==> config.mk <==
export PLATFORM = sky130hd
export DESIGN_NAME = poly_note_gen_flat
export DESIGN_NICKNAME = d
export VERILOG_FILES = /design/src/rtl/poly_note_gen_if.sv /design/src/rtl/poly_note_gen.sv /design/src/flat_wrapper.sv
export SDC_FILE = /design/constraint.sdc
export NUM_CORES = 1
export LEC_CHECK = 0
export CAP_MARGIN = 40
export CELL_PAD_IN_SITES_DETAIL_PLACEMENT = 1
export CELL_PAD_IN_SITES_GLOBAL_PLACEMENT = 1
export CORE_UTILIZATION = 34
export CTS_CLUSTER_DIAMETER = 50
export DETAILED_ROUTE_END_ITERATION = 10
export GPL_TIMING_DRIVEN = 0
export PLACE_DENSITY = 0.87
export SLEW_MARGIN = 20
export SYNTH_ARGS = -nofsm -noshare
export SYNTH_HDL_FRONTEND = slang
export SYNTH_SLANG_ARGS = --single-unit
==> constraint.sdc <==
create_clock -name clk -period 9.6 [get_ports clk]
set_input_delay 1.92 -clock clk [delete_from_list [all_inputs] [get_ports clk]]
set_output_delay 1.92 -clock clk [all_outputs]
set_load 0.03 [all_outputs]
==> src/rtl/poly_note_gen_if.sv <==
// Control and audio bundle for the polyphonic square-wave note generator.
// The master side drives the keyboard/controls; the slave side is the generator.
interface poly_note_gen_if;
    logic [511:0]       key_down;
    logic [1:0]         octave;
    logic [2:0]         vol;
    logic               mono;
    logic signed [15:0] audio_in_left;
    logic signed [15:0] audio_in_right;

    modport master (
        output key_down, octave, vol, mono,
        input  audio_in_left, audio_in_right
    );

    modport slave (
        input  key_down, octave, vol, mono,
        output audio_in_left, audio_in_right
    );
endinterface

==> src/rtl/poly_note_gen.sv <==
// Polyphonic/monophonic square-wave tone generator: a 7-step key scanner assigns
// held notes to voices, each voice toggles at its half-period, and the mixer saturates.
module poly_note_gen #(
    parameter int                 CLK_HZ     = 100000000,
    parameter int                 NUM_VOICES = 4,
    parameter logic signed [15:0] AMP        = 16'sh1FFF
) (
    input logic            clk,
    input logic            rst,
    poly_note_gen_if.slave bus
);
    localparam int NOTES = 7;

    function automatic int note_freq(input int idx);
        case (idx)
            0:       return 262;
            1:       return 294;
            2:       return 330;
            3:       return 349;
            4:       return 392;
            5:       return 440;
            default: return 494;
        endcase
    endfunction

    function automatic logic [8:0] note_code(input int idx);
        case (idx)
            0:       return 9'h01C;
            1:       return 9'h032;
            2:       return 9'h021;
            3:       return 9'h023;
            4:       return 9'h024;
            5:       return 9'h02B;
            default: return 9'h034;
        endcase
    endfunction

    function automatic logic [31:0] calc_hp(input int idx);
        int q;
        q = CLK_HZ / (2 * note_freq(idx));
        return (q == 0) ? 32'd1 : 32'(q);
    endfunction

    // Table padded to 8 entries so the 3-bit scan index never leaves the array.
    logic [31:0] hp_tab [8];
    logic [7:0]  key_held;

    generate
        for (genvar gi = 0; gi < 8; gi++) begin : g_note
            if (gi < NOTES) begin : g_used
                localparam logic [8:0]  CODE = note_code(gi);
                localparam logic [31:0] HP   = calc_hp(gi);
                assign hp_tab[gi]   = HP;
                assign key_held[gi] = bus.key_down[CODE];
            end else begin : g_pad
                assign hp_tab[gi]   = 32'd1;
                assign key_held[gi] = 1'b0;
            end
        end
    endgenerate

    logic unused_keys;
    assign unused_keys = ^bus.key_down;

    logic [2:0]         scan_idx_reg;
    logic               mono_prev_reg;
    logic signed [15:0] audio_reg;

    logic        active_reg [NUM_VOICES];
    logic [2:0]  note_reg   [NUM_VOICES];
    logic [31:0] hp_reg     [NUM_VOICES];
    logic [31:0] cnt_reg    [NUM_VOICES];
    logic        phase_reg  [NUM_VOICES];

    logic        active_next [NUM_VOICES];
    logic [2:0]  note_next   [NUM_VOICES];
    logic [31:0] hp_next     [NUM_VOICES];
    logic [31:0] cnt_next    [NUM_VOICES];
    logic        phase_next  [NUM_VOICES];

    // Lowest-index held note, used by monophonic priority.
    logic       low_found;
    logic [2:0] low_idx;

    always_comb begin
        low_found = 1'b0;
        low_idx   = 3'd0;
        for (int n = NOTES - 1; n >= 0; n--) begin
            if (key_held[n]) begin
                low_found = 1'b1;
                low_idx   = 3'(n);
            end
        end
    end

    logic        key_now;
    logic        mono_changed;
    logic        mono_note_differs;
    logic [2:0]  sel_note;
    logic [31:0] hp_shifted;
    logic [31:0] eff_hp;

    assign key_now           = key_held[scan_idx_reg];
    assign mono_changed      = bus.mono != mono_prev_reg;
    assign mono_note_differs = !active_reg[0] || (note_reg[0] != low_idx);
    assign sel_note          = bus.mono ? low_idx : scan_idx_reg;
    assign hp_shifted        = hp_tab[sel_note] >> bus.octave;
    assign eff_hp            = (hp_shifted == 32'd0) ? 32'd1 : hp_shifted;

    logic assigned;
    logic free_seen;

    always_comb begin
        assigned = 1'b0;
        for (int v = 0; v < NUM_VOICES; v++) begin
            if (active_reg[v] && note_reg[v] == scan_idx_reg)
                assigned = 1'b1;
        end

        free_seen = 1'b0;
        for (int v = 0; v < NUM_VOICES; v++) begin
            active_next[v] = active_reg[v];
            note_next[v]   = note_reg[v];
            hp_next[v]     = hp_reg[v];
            cnt_next[v]    = cnt_reg[v];
            phase_next[v]  = phase_reg[v];

            if (active_reg[v]) begin
                if (cnt_reg[v] == hp_reg[v] - 32'd1) begin
                    cnt_next[v]   = 32'd0;
                    phase_next[v] = ~phase_reg[v];
                end else begin
                    cnt_next[v] = cnt_reg[v] + 32'd1;
                end
            end

            // Allocation decisions override the free-running tone advance.
            if (mono_changed || (bus.mono && v != 0)) begin
                active_next[v] = 1'b0;
                cnt_next[v]    = 32'd0;
                phase_next[v]  = 1'b0;
            end else if (bus.mono) begin
                if (scan_idx_reg == 3'd6) begin
                    if (!low_found) begin
                        active_next[v] = 1'b0;
                        cnt_next[v]    = 32'd0;
                        phase_next[v]  = 1'b0;
                    end else if (mono_note_differs) begin
                        active_next[v] = 1'b1;
                        note_next[v]   = low_idx;
                        hp_next[v]     = eff_hp;
                        cnt_next[v]    = 32'd0;
                        phase_next[v]  = 1'b1;
                    end
                end
            end else begin
                if (!key_now && active_reg[v] && note_reg[v] == scan_idx_reg) begin
                    active_next[v] = 1'b0;
                    cnt_next[v]    = 32'd0;
                    phase_next[v]  = 1'b0;
                end else if (key_now && !assigned && !active_reg[v] && !free_seen) begin
                    active_next[v] = 1'b1;
                    note_next[v]   = scan_idx_reg;
                    hp_next[v]     = eff_hp;
                    cnt_next[v]    = 32'd0;
                    phase_next[v]  = 1'b1;
                end
                if (!active_reg[v])
                    free_seen = 1'b1;
            end
        end
    end

    logic signed [15:0] amp_sh;
    logic signed [18:0] amp_ext;
    logic signed [18:0] contrib [NUM_VOICES];
    logic signed [18:0] mix_sum;
    logic signed [15:0] mix_sat;

    assign amp_sh  = AMP >>> bus.vol;
    assign amp_ext = {{3{amp_sh[15]}}, amp_sh};

    generate
        for (genvar gi = 0; gi < NUM_VOICES; gi++) begin : g_voice
            assign contrib[gi] = !active_reg[gi] ? 19'sd0
                               : (phase_reg[gi] ? amp_ext : -amp_ext);
        end
    endgenerate

    always_comb begin
        mix_sum = 19'sd0;
        for (int v = 0; v < NUM_VOICES; v++)
            mix_sum = mix_sum + contrib[v];
        if (mix_sum > 19'sd32767)
            mix_sat = 16'sh7FFF;
        else if (mix_sum < -19'sd32768)
            mix_sat = 16'sh8000;
        else
            mix_sat = mix_sum[15:0];
    end

    always_ff @(posedge clk or posedge rst) begin
        if (rst) begin
            scan_idx_reg  <= 3'd0;
            mono_prev_reg <= 1'b0;
            audio_reg     <= 16'sh0000;
            for (int v = 0; v < NUM_VOICES; v++) begin
                active_reg[v] <= 1'b0;
                note_reg[v]   <= 3'd0;
                hp_reg[v]     <= 32'd0;
                cnt_reg[v]    <= 32'd0;
                phase_reg[v]  <= 1'b0;
            end
        end else begin
            scan_idx_reg  <= (scan_idx_reg == 3'd6) ? 3'd0 : scan_idx_reg + 3'd1;
            mono_prev_reg <= bus.mono;
            audio_reg     <= mix_sat;
            active_reg    <= active_next;
            note_reg      <= note_next;
            hp_reg        <= hp_next;
            cnt_reg       <= cnt_next;
            phase_reg     <= phase_next;
        end
    end

    assign bus.audio_in_left  = audio_reg;
    assign bus.audio_in_right = audio_reg;
endmodule

==> src/flat_wrapper.sv <==
// flat-port wrapper written by rule: the top's interface ports become plain ports
module poly_note_gen_flat 
#(
    parameter int                 CLK_HZ     = 100000000,
    parameter int                 NUM_VOICES = 4,
    parameter logic signed [15:0] AMP        = 16'sh1FFF
)
  (clk, rst, bus_key_down, bus_octave, bus_vol, bus_mono, bus_audio_in_left, bus_audio_in_right);
  poly_note_gen_if bus_i ();
  input logic clk;
  input logic rst;
  input wire logic [$bits(bus_i.key_down)-1:0] bus_key_down;
  input wire logic [$bits(bus_i.octave)-1:0] bus_octave;
  input wire logic [$bits(bus_i.vol)-1:0] bus_vol;
  input wire logic [$bits(bus_i.mono)-1:0] bus_mono;
  output wire logic [$bits(bus_i.audio_in_left)-1:0] bus_audio_in_left;
  output wire logic [$bits(bus_i.audio_in_right)-1:0] bus_audio_in_right;
  assign bus_i.key_down = bus_key_down;
  assign bus_i.octave = bus_octave;
  assign bus_i.vol = bus_vol;
  assign bus_i.mono = bus_mono;
  assign bus_audio_in_left = bus_i.audio_in_left;
  assign bus_audio_in_right = bus_i.audio_in_right;
  poly_note_gen #(.CLK_HZ(CLK_HZ), .NUM_VOICES(NUM_VOICES), .AMP(AMP)) u_core (.clk(clk), .rst(rst), .bus(bus_i));
endmodule
* Word-level counts from Yosys, hierarchy flattened
Memories as Yosys holds them, arrays and structs flattened. Cells that the tools add are included.
Operators by class: $add $sub $neg 13, multipliers 0, divide/modulo/power cells 0, magnitude comparators 4, equal/unequal tests 22, shifts and indexed selects 2, multiplexer cells 165, bitwise gates (word level) 7, reductions and logical operators 48
Operators with widths (number):
- two-way mux 32 bit | 54
- two-way mux 19 bit | 8
- adder 32 x 1 -> 32 bit (second input constant) | 4
- equality test 32 bit | 4
- subtractor 32 x 1 -> 32 bit (second input constant) | 4
- two-way mux 1 bit | 76
- two-way mux 3 bit | 24
- adder 19 bit | 3
- zero test 32 bit | 1
- two-way mux 16 bit | 2
- >> shifter 32 x 2 -> 32 bit | 1
- AND reduction 6 bit | 4
- logical AND 1 bit | 20
- greater-than comparator 19 x 16 -> 1 bit (second input constant) | 1
- < comparator 19 x 16 -> 1 bit (second input constant) | 1
- negator 16 -> 19 bit | 1
- nonzero test 4 bit | 4
- >>> shifter 14 x 3 -> 16 bit (first input constant) | 1
- equality test 3 bit | 4
- AND reduction 3 bit | 4
- zero test 1 bit | 9
- inequality test 2 bit (second input constant) | 4
- inequality test 4 bit (second input constant) | 2
- nonzero test 2 bit | 4
- other kinds (12) | 21
Word-level totals: register bits after elaboration 296, latch bits 0, RAM bits 0, bits in read-only memories 256, bits of input ports 520, output and inout port bits 32, logic and storage cells 285, memories 1
Memory list:
- (no name shown) | depth 8, bits a word 32, rd ports 1, clocked after memory_dff 0, write ports 0, line poly_note_gen.sv:107 | assign hp_shifted = hp_tab[sel_note] >> bus.octave;

* Logic depth before layout (Yosys ltp)
Gate-level depths: netlist of the first run.
depth after elaboration 19, gate-level depth with buffers 18, mapped depth without buffers 16

* Least setup slack after synthesis of the first run
OpenSTA, ideal clock, no wires.
path kind input -> register, from input bus_vol[2], to register u_core.audio_reg[11], in the netlist u_core.bus.audio_in_left[11], library setup time 0.137 ns, arrival 5.895 ns, data required time 9.463 ns, setup slack 3.568 ns, stages on the path 17, path buffers 2, cell sequence clkbuf_1 o21ai_1 xnor2_1 and2_1 fa_1 inv_1 fa_1 inv_1 ha_1 or4_1 a21oi_1 o41ai_1 a211oi_1 nor2_1 a21oi_1 clkbuf_1 o21ai_0
Between the ends: cells in the longest elaborated chain, start to end 10, elaborated cells on any way between the ends 17, those cells by class add/sub (4); order compare (2); shift (1); mux (10)
RTL lines:
- start, declared | line flat_wrapper.sv:14 | input wire logic [$bits(bus_i.vol)-1:0] bus_vol;
- >>> shifter 14 x 3 -> 16 bit * | line poly_note_gen.sv:180 | assign amp_sh = AMP >>> bus.vol;
- negator 16 -> 19 bit | line poly_note_gen.sv:186 | : (phase_reg[gi] ? amp_ext : -amp_ext);
- two-way mux 19 bit | line poly_note_gen.sv:186
- two-way mux 19 bit | line poly_note_gen.sv:185 | assign contrib[gi] = !active_reg[gi] ? 19'sd0
- adder 19 bit (2 in a row) | line poly_note_gen.sv:193 | mix_sum = mix_sum + contrib[v];
- adder 19 bit * | line poly_note_gen.sv:193
- < comparator 19 x 16 -> 1 bit | line poly_note_gen.sv:196 | else if (mix_sum < -19'sd32768)
- two-way mux 16 bit | line poly_note_gen.sv:196
- two-way mux 16 bit * | line poly_note_gen.sv:194 | if (mix_sum > 19'sd32767)
- via u_core.mix_sat[11] | line poly_note_gen.sv:178 | logic signed [15:0] mix_sat;
- end signal, assigned | line poly_note_gen.sv:217 | audio_reg <= mix_sat;
- end, declared | line poly_note_gen.sv:67 | logic signed [15:0] audio_reg;
Mark *: on every way through the listed nets, which the timed path passes. The rest lies on a longest branch. A chain may end at the register's enable or synchronous reset.

* Worst setup path in the final report of the first run
from input bus_vol[0], to register u_core.audio_reg[11], in the netlist u_core.bus.audio_in_left[11]
The elaborated chain is that of the path after synthesis.

==> out/metrics.cfg, run 1 <==
[pwr]
power_density_nw_per_um2 = 210
peakVddDrop_mv = 0.212
leakagePower_nw = 7.59
power.total_mw = 3.93

[route]
drtPass1Iterations = 4
drc = 0
vias = 13700
detail_route.iter0.violations = 851
antenna_left = 0
wire_per_inst_um = 18.2
via_per_inst = 5.42
wl_um = 45900

[clock_tree]
h-tree-depth = 2
cts_tree = done
clock_latency_ns = 0.57
clk_pin_slew_ns = 0.05
ctsResizeCount = 0
cts_made_buffers = 40
cts-root-buf = clkbuf_16
post_cts_buffers = 0
clock_sinks = 240
cts_hold_buf = 0
cts_max_path_buffers = 3

[timing]
tightest_slew_ns = 0.952
relSlewSlack_pct = 34.7
report.final.hold_viol_count = 0
final_max_slew_viol_count = 0
setup_slack_ns = 3.08
period_share_pct = 67.9
fmax_mhz = 153
min_period_ns = 6.52
rsz0062_at_grt = false
clock_skew_ns = 0.0285
setup_viol = 0

[global_routing]
grt_max_degree = 109
track_usage_pct = 19.6
grt_pass1_wl_um = 76000
grt_pass1_vias = 14500
antenna_found_initial = 2
gr-total-overflow = 0

[synth]
synth_cell_type_count = 85
synth-edff-count = 0
syn-num-nets = 2368
ys.flop_type = dfrtp_1
yosysWarnings = 0
ys_seq_area_share_pct = 37.5
synth_top_area_share_pct = 37.5
netlist_area_um2 = 16000
synth_largest_area_cell = dfrtp_1
yosys-top-cells-area = dfrtp_1, xor2_1, xnor2_1, nor2_1, nand2_1
async_flop_share_pct = 100
netlist_instances = 1794
synth_area_per_cell_um2 = 8.93
ys_ff_latch = 240

[floorplanning]
die_w_um = 219
core_region_area_um2 = 46600
die_h_um = 219
start_util_pct = 34.4
num_rows = 79
die-area_um2 = 48000
io_pins = 552

[worst_setup_path]
cp-end-kind = register
cp_top_family = compound AO/OA/AOI/OAI gates
critPathSlowestCell = clkdlybuf4s50_1
cp.buffers_inverters = 4
path_cells = clkdlybuf4s50_1, nand3_1, xnor2_1, and2_1, fa_1, inv_1, fa_1, inv_1, ha_1, a21oi_1, o221ai_1, a31oi_1, o21ai_0, xor2_1, o21ai_0, clkbuf_1, o21ai_0
arrival_ns = 6.93
max_stage_delay_ns = 0.63
critPathKind = primary input to register
crit_fanout = 10
start_kind = primary input
crit_path_frequent_cell = o21ai_0
required_ns = 10.01

[placed_design]
pre_cts_ws_ns = 2.49
hpwl_um = 33600
port-buffer-count = 45
dpl.cell_count = 2453
dpl-instance-area_um2 = 17300
gp_congestion = 0.893

[finish]
largest_register_ffs = 128
design_area_um2 = 18700
final_common_cell = nor2_1
fillers = 5379
final_cell_mix = nor2_1, dfrtp_1, nand2_1
syn2layout_area_growth_pct = 16.8
postLayoutCoreUtil_pct = 40.2
drive_gt1_share_pct = 9.94
finalNetCount = 2464
fin_cells = 2530

[hold_path]
hold_class = register to register

[status]
status = finished clean

[run]
maxCapViolCount = 0

## path summary, 6_finish.rpt
kind                                      start                            to  slack [ns]  depth (start not counted)
min in group asynchronous                   rst            u_core.cnt_reg[95]        1.73                          2
max reg2reg                u_core.active_reg[0]  u_core.bus.audio_in_left[11]        3.86                         17
min                          u_core.cnt_reg[31]            u_core.cnt_reg[31]        0.56                          2
min reg2reg                  u_core.cnt_reg[31]            u_core.cnt_reg[31]        0.56                          2
max in group asynchronous                   rst            u_core.cnt_reg[49]        7.02                          3
max                                  bus_vol[0]  u_core.bus.audio_in_left[11]        3.08                         17
## layer usage
| metal | part of all wire [%] | global-route usage (%) | vias up |
|---|---|---|---|
| met5 | 0.030 | 0 | - |
| li1 | - | - | 6368 |
| met3 | 4.2 | 2.67 | 92 |
| met4 | 2.7 | 6.85 | 2 |
| met1 | 43 | 24.4 | 6978 |
| met2 | 50 | 34.5 | 273 |
## through the flow
step,hold slack [ns],setup TNS [ns]
2_1_floorplan,0.500,0
3_5_place_dp,0.549,0
5_1_grt,0.591,0
6_report,0.556,0
3_3_place_gp,0.535,-459.82
4_1_cts,0.563,0
## where the power goes
group          internal [mW]  switching [mW]  total (mW)  leakage [nW]
logic                  0.476           0.653        1.13          3.84
registers               1.15           0.177        1.33          3.11
clock network          0.900           0.573        1.47         0.640
## tightest hold or removal path, cell delays in order, from the launching register on
cell and delay [ns]:
dfrtp_1 0.36, xnor2_1 0.12, nor2_1 0.04
## cells in the mapped netlist (30+ instances only)
| cell type | n |
|---|---|
| nor2_1 | 266 |
| dfrtp_1 | 240 |
| nand2_1 | 141 |
| xor2_1 | 133 |
| xnor2_1 | 131 |
| a21oi_1 | 84 |
| inv_1 | 78 |
| nand3_1 | 67 |
| o21ai_0 | 48 |
| clkbuf_1 | 46 |
| nand4_1 | 46 |
| and3_1 | 33 |
| mux2_2 | 32 |
| nor3_1 | 31 |
| nor4_1 | 31 |
| ha_1 | 30 |
## layout make-up
cell class | count | area (um2) | share of cell area, %
plain buffers | 95 | 503 | 2.69
well taps | 607 | 759 | 4.06
diodes | 1 | 2.50 | 0.0134
multi-input cells | 1380 | 9220 | 49.3
flip-flops and latches | 240 | 6010 | 32.1
repair buffers | 54 | 548 | 2.93
inverters | 79 | 304 | 1.62
clock inverters | 29 | 298 | 1.59
clock buffers | 45 | 1070 | 5.72
## kinds of logic after synthesis
family	Yosys count	synth area share, %
compound gates	244	9.58
xor+xnor	264	14.4
fa+ha+maj	54	5.34
buf+inv	174	4.99
flops	240	37.5
mux	69	4.75
simple gates	749	23.4
(Power assumes the default switching activity.)
==> inputs of run 2 (changes only) <==
==> constraint.sdc (replaced) <==
create_clock -name clk -period 6.2 [get_ports clk]
set_input_delay 1.24 -clock clk [delete_from_list [all_inputs] [get_ports clk]]
set_output_delay 1.24 -clock clk [all_outputs]
set_load 0.03 [all_outputs]
==> out/metrics.cfg, run 2 (synthesized netlist as in run 1, its figures left out) <==
[status]
status = finished clean

[timing]
min_period_ns = 5.72
tightest_slew_ns = 0.807  ; -0.146 ns
setup_viol = 0  ; unchanged
fmax_mhz = 175
report.final.hold_viol_count = 0  ; unchanged
final_max_slew_viol_count = 0  ; unchanged
setup_slack_ns = 0.485  ; -2.59 ns
rsz0062_at_grt = false
fin_tns_setup_ns = 0  ; unchanged
clock_skew_ns = 0.0207  ; -0.00786 ns
period_share_pct = 92.2
relSlewSlack_pct = 44.7  ; +10 points

[worst_setup_path]
critPathSlowestCell = fa_1
max_stage_delay_ns = 0.55  ; -0.08 ns
required_ns = 6.60  ; -3.41 ns
path_cells = clkdlybuf4s50_1, o21ai_1, xnor2_1, and2_1, fa_1, inv_1, fa_1, inv_1, ha_1, or4_1, a21oi_1, o41ai_1, a211oi_1, nor2_1, a21oi_1, clkbuf_1, o21ai_0
startpoint = bus_vol[1]
cp-end-kind = register
cp_top_family = compound AO/OA/AOI/OAI gates
timing.rr.start = u_core.active_reg[0]
crit_fanout = 10  ; unchanged
start_kind = primary input
arrival_ns = 6.12  ; -0.81 ns
cp.buffers_inverters = 4  ; unchanged
critPathKind = primary input to register

[finish]
final_cell_mix = nor2_1, dfrtp_1, nand2_1
design_area_um2 = 18800  ; +0.70%
syn2layout_area_growth_pct = 17.6
finalNetCount = 2470  ; +0.24%
postLayoutCoreUtil_pct = 40.5  ; +0.28 points
final_common_cell = nor2_1
drive_gt1_share_pct = 9.98  ; +0.042 points
largest_register_ffs = 128  ; unchanged

[clock_tree]
cts_made_buffers = 39  ; -2.5%
clock_latency_ns = 0.56  ; about the same
clk_pin_slew_ns = 0.05  ; about the same
cts_tree = done
h-tree-depth = 2  ; unchanged
cts-root-buf = clkbuf_16
clock_sinks = 240  ; unchanged
cts_max_path_buffers = 3  ; unchanged

[floorplanning]
io_pins = 552  ; unchanged
die-area_um2 = 48000  ; unchanged
num_rows = 79  ; unchanged
start_util_pct = 34.4  ; unchanged
core_region_area_um2 = 46600  ; unchanged
die_h_um = 219  ; unchanged
die_w_um = 219  ; unchanged

[pwr]
leakagePower_nw = 7.67  ; +1.1%
peakVddDrop_mv = 0.353  ; +67%
power_density_nw_per_um2 = 328  ; +56%

[placed_design]
dpl-instance-area_um2 = 17400  ; +0.61%
hpwl_um = 34600  ; +2.8%
pre_cts_ws_ns = -0.191  ; -2.68 ns
gp_congestion = 0.919  ; +2.8%
port-buffer-count = 45  ; unchanged

[global_routing]
gr-total-overflow = 0  ; unchanged
grt_pass1_vias = 14800  ; +2.1%
track_usage_pct = 20.0  ; +0.36 points
grt_max_degree = 34  ; -69%
grt_pass1_wl_um = 77400  ; +1.9%
antenna_found_initial = 4  ; +2

[route]
detail_route.iter0.violations = 829  ; -2.6%
via_per_inst = 5.44  ; +0.44%
wl_um = 46700  ; +1.8%
vias = 13800  ; +0.56%
wire_per_inst_um = 18.5  ; +1.7%
antenna_left = 0  ; unchanged
drtPass1Iterations = 6  ; +2
drc = 0  ; unchanged

[hold_path]
hold_class = register to register
holdCritStartpoint = u_core.note_reg[0]

[run]
maxCapViolCount = 0  ; unchanged

-- run 2: cell types whose count changed in the layout (fill, tap and decap cells not counted), moves of 2 or more --
cell        change
buf_12          +8
buf_16          -2
bufinv_16       +3
clkinv_4        -4
clkinvlp_4      -5
-- run 2: what timing repair did --
action | in CTS | in global routing
gates resized for setup | 0 | 1
buffers inserted | 0 | 0
endpoints found under the setup margin | 0 | 5
hold buffers | 0 | 0
-- run 2: power by group --
group / switching, mW / internal [mW]
sequential: 0.273 / 1.79
clock: 0.842 / 1.50
combinational: 1.02 / 0.743
total: 2.14 / 4.03
-- run 2: final cells by class --
| type | instances | area, um2 |
|---|---|---|
| multi-input cells | 1380 | 9220 |
| diodes | 2 | 5.00 |
| clock inverters | 23 | 315 |
| fillers | 5346 | 27700 |
| well taps | 607 | 759 |
| plain buffers | 95 | 503 |
| clock buffers | 46 | 1070 |
| repair buffers | 61 | 658 |
| flip-flops and latches | 240 | 6010 |
| inverters | 79 | 300 |
-- run 2: routing by layer --
layer	global-route usage, %	part of all wire [%]	vias up
met3	3.45	4.3	115
li1	-	-	6374
met2	34.9	50	276
met1	24.5	43	7021
met4	7.18	3.0	4
met5	0	0.051	-
-- run 2: tightest hold or removal path, stage by stage, from the launching register on --
cell and delay (ns):
dfrtp_1 0.36, nor2_1 0.05, a21oi_1 0.10
-- run 2: per-stage QoR --
step / std cells / hold WS (ns) / total power, mW
2_1_floorplan: 1794 / 0.500 / 3.23
3_3_place_gp: 2446 / 0.533 / 3.70
3_5_place_dp: 2460 / 0.539 / 3.82
4_1_cts: 2529 / 0.563 / 6.22
5_1_grt: 2533 / 0.587 / 6.48
6_report: 2533 / 0.556 / 6.17
-- run 2: worst paths after layout --
path | end | slack, ns | cells after the start
setup / recovery | u_core.bus.audio_in_left[11] | 0.48 | 17
hold / removal | u_core.note_reg[0] | 0.56 | 2
setup reg to reg | u_core.bus.audio_in_left[11] | 0.62 | 17
hold reg to reg | u_core.note_reg[0] | 0.56 | 2
max in group asynchronous | u_core.cnt_reg[56] | 4.18 | 5
min in group asynchronous | u_core.cnt_reg[88] | 1.03 | 2
==> inputs of run 3 (changes only) <==
==> constraint.sdc (replaced) <==
create_clock -name clk -period 6.2 [get_ports clk]
set_input_delay 0.62 -clock clk [delete_from_list [all_inputs] [get_ports clk]]
set_output_delay 0.62 -clock clk [all_outputs]
set_load 0.03 [all_outputs]
==> results of run 3 <==
Same layout as run 2 (identical final DEF). Status: finished clean.
Main changes from that run: setup slack after placement -0.191 ns -> 0.429 ns; setup slack after layout 0.485 ns -> 0.620 ns; hold slack 0.556 ns -> 0.412 ns; start point of the critical path bus_vol[1] -> u_core.active_reg[0]
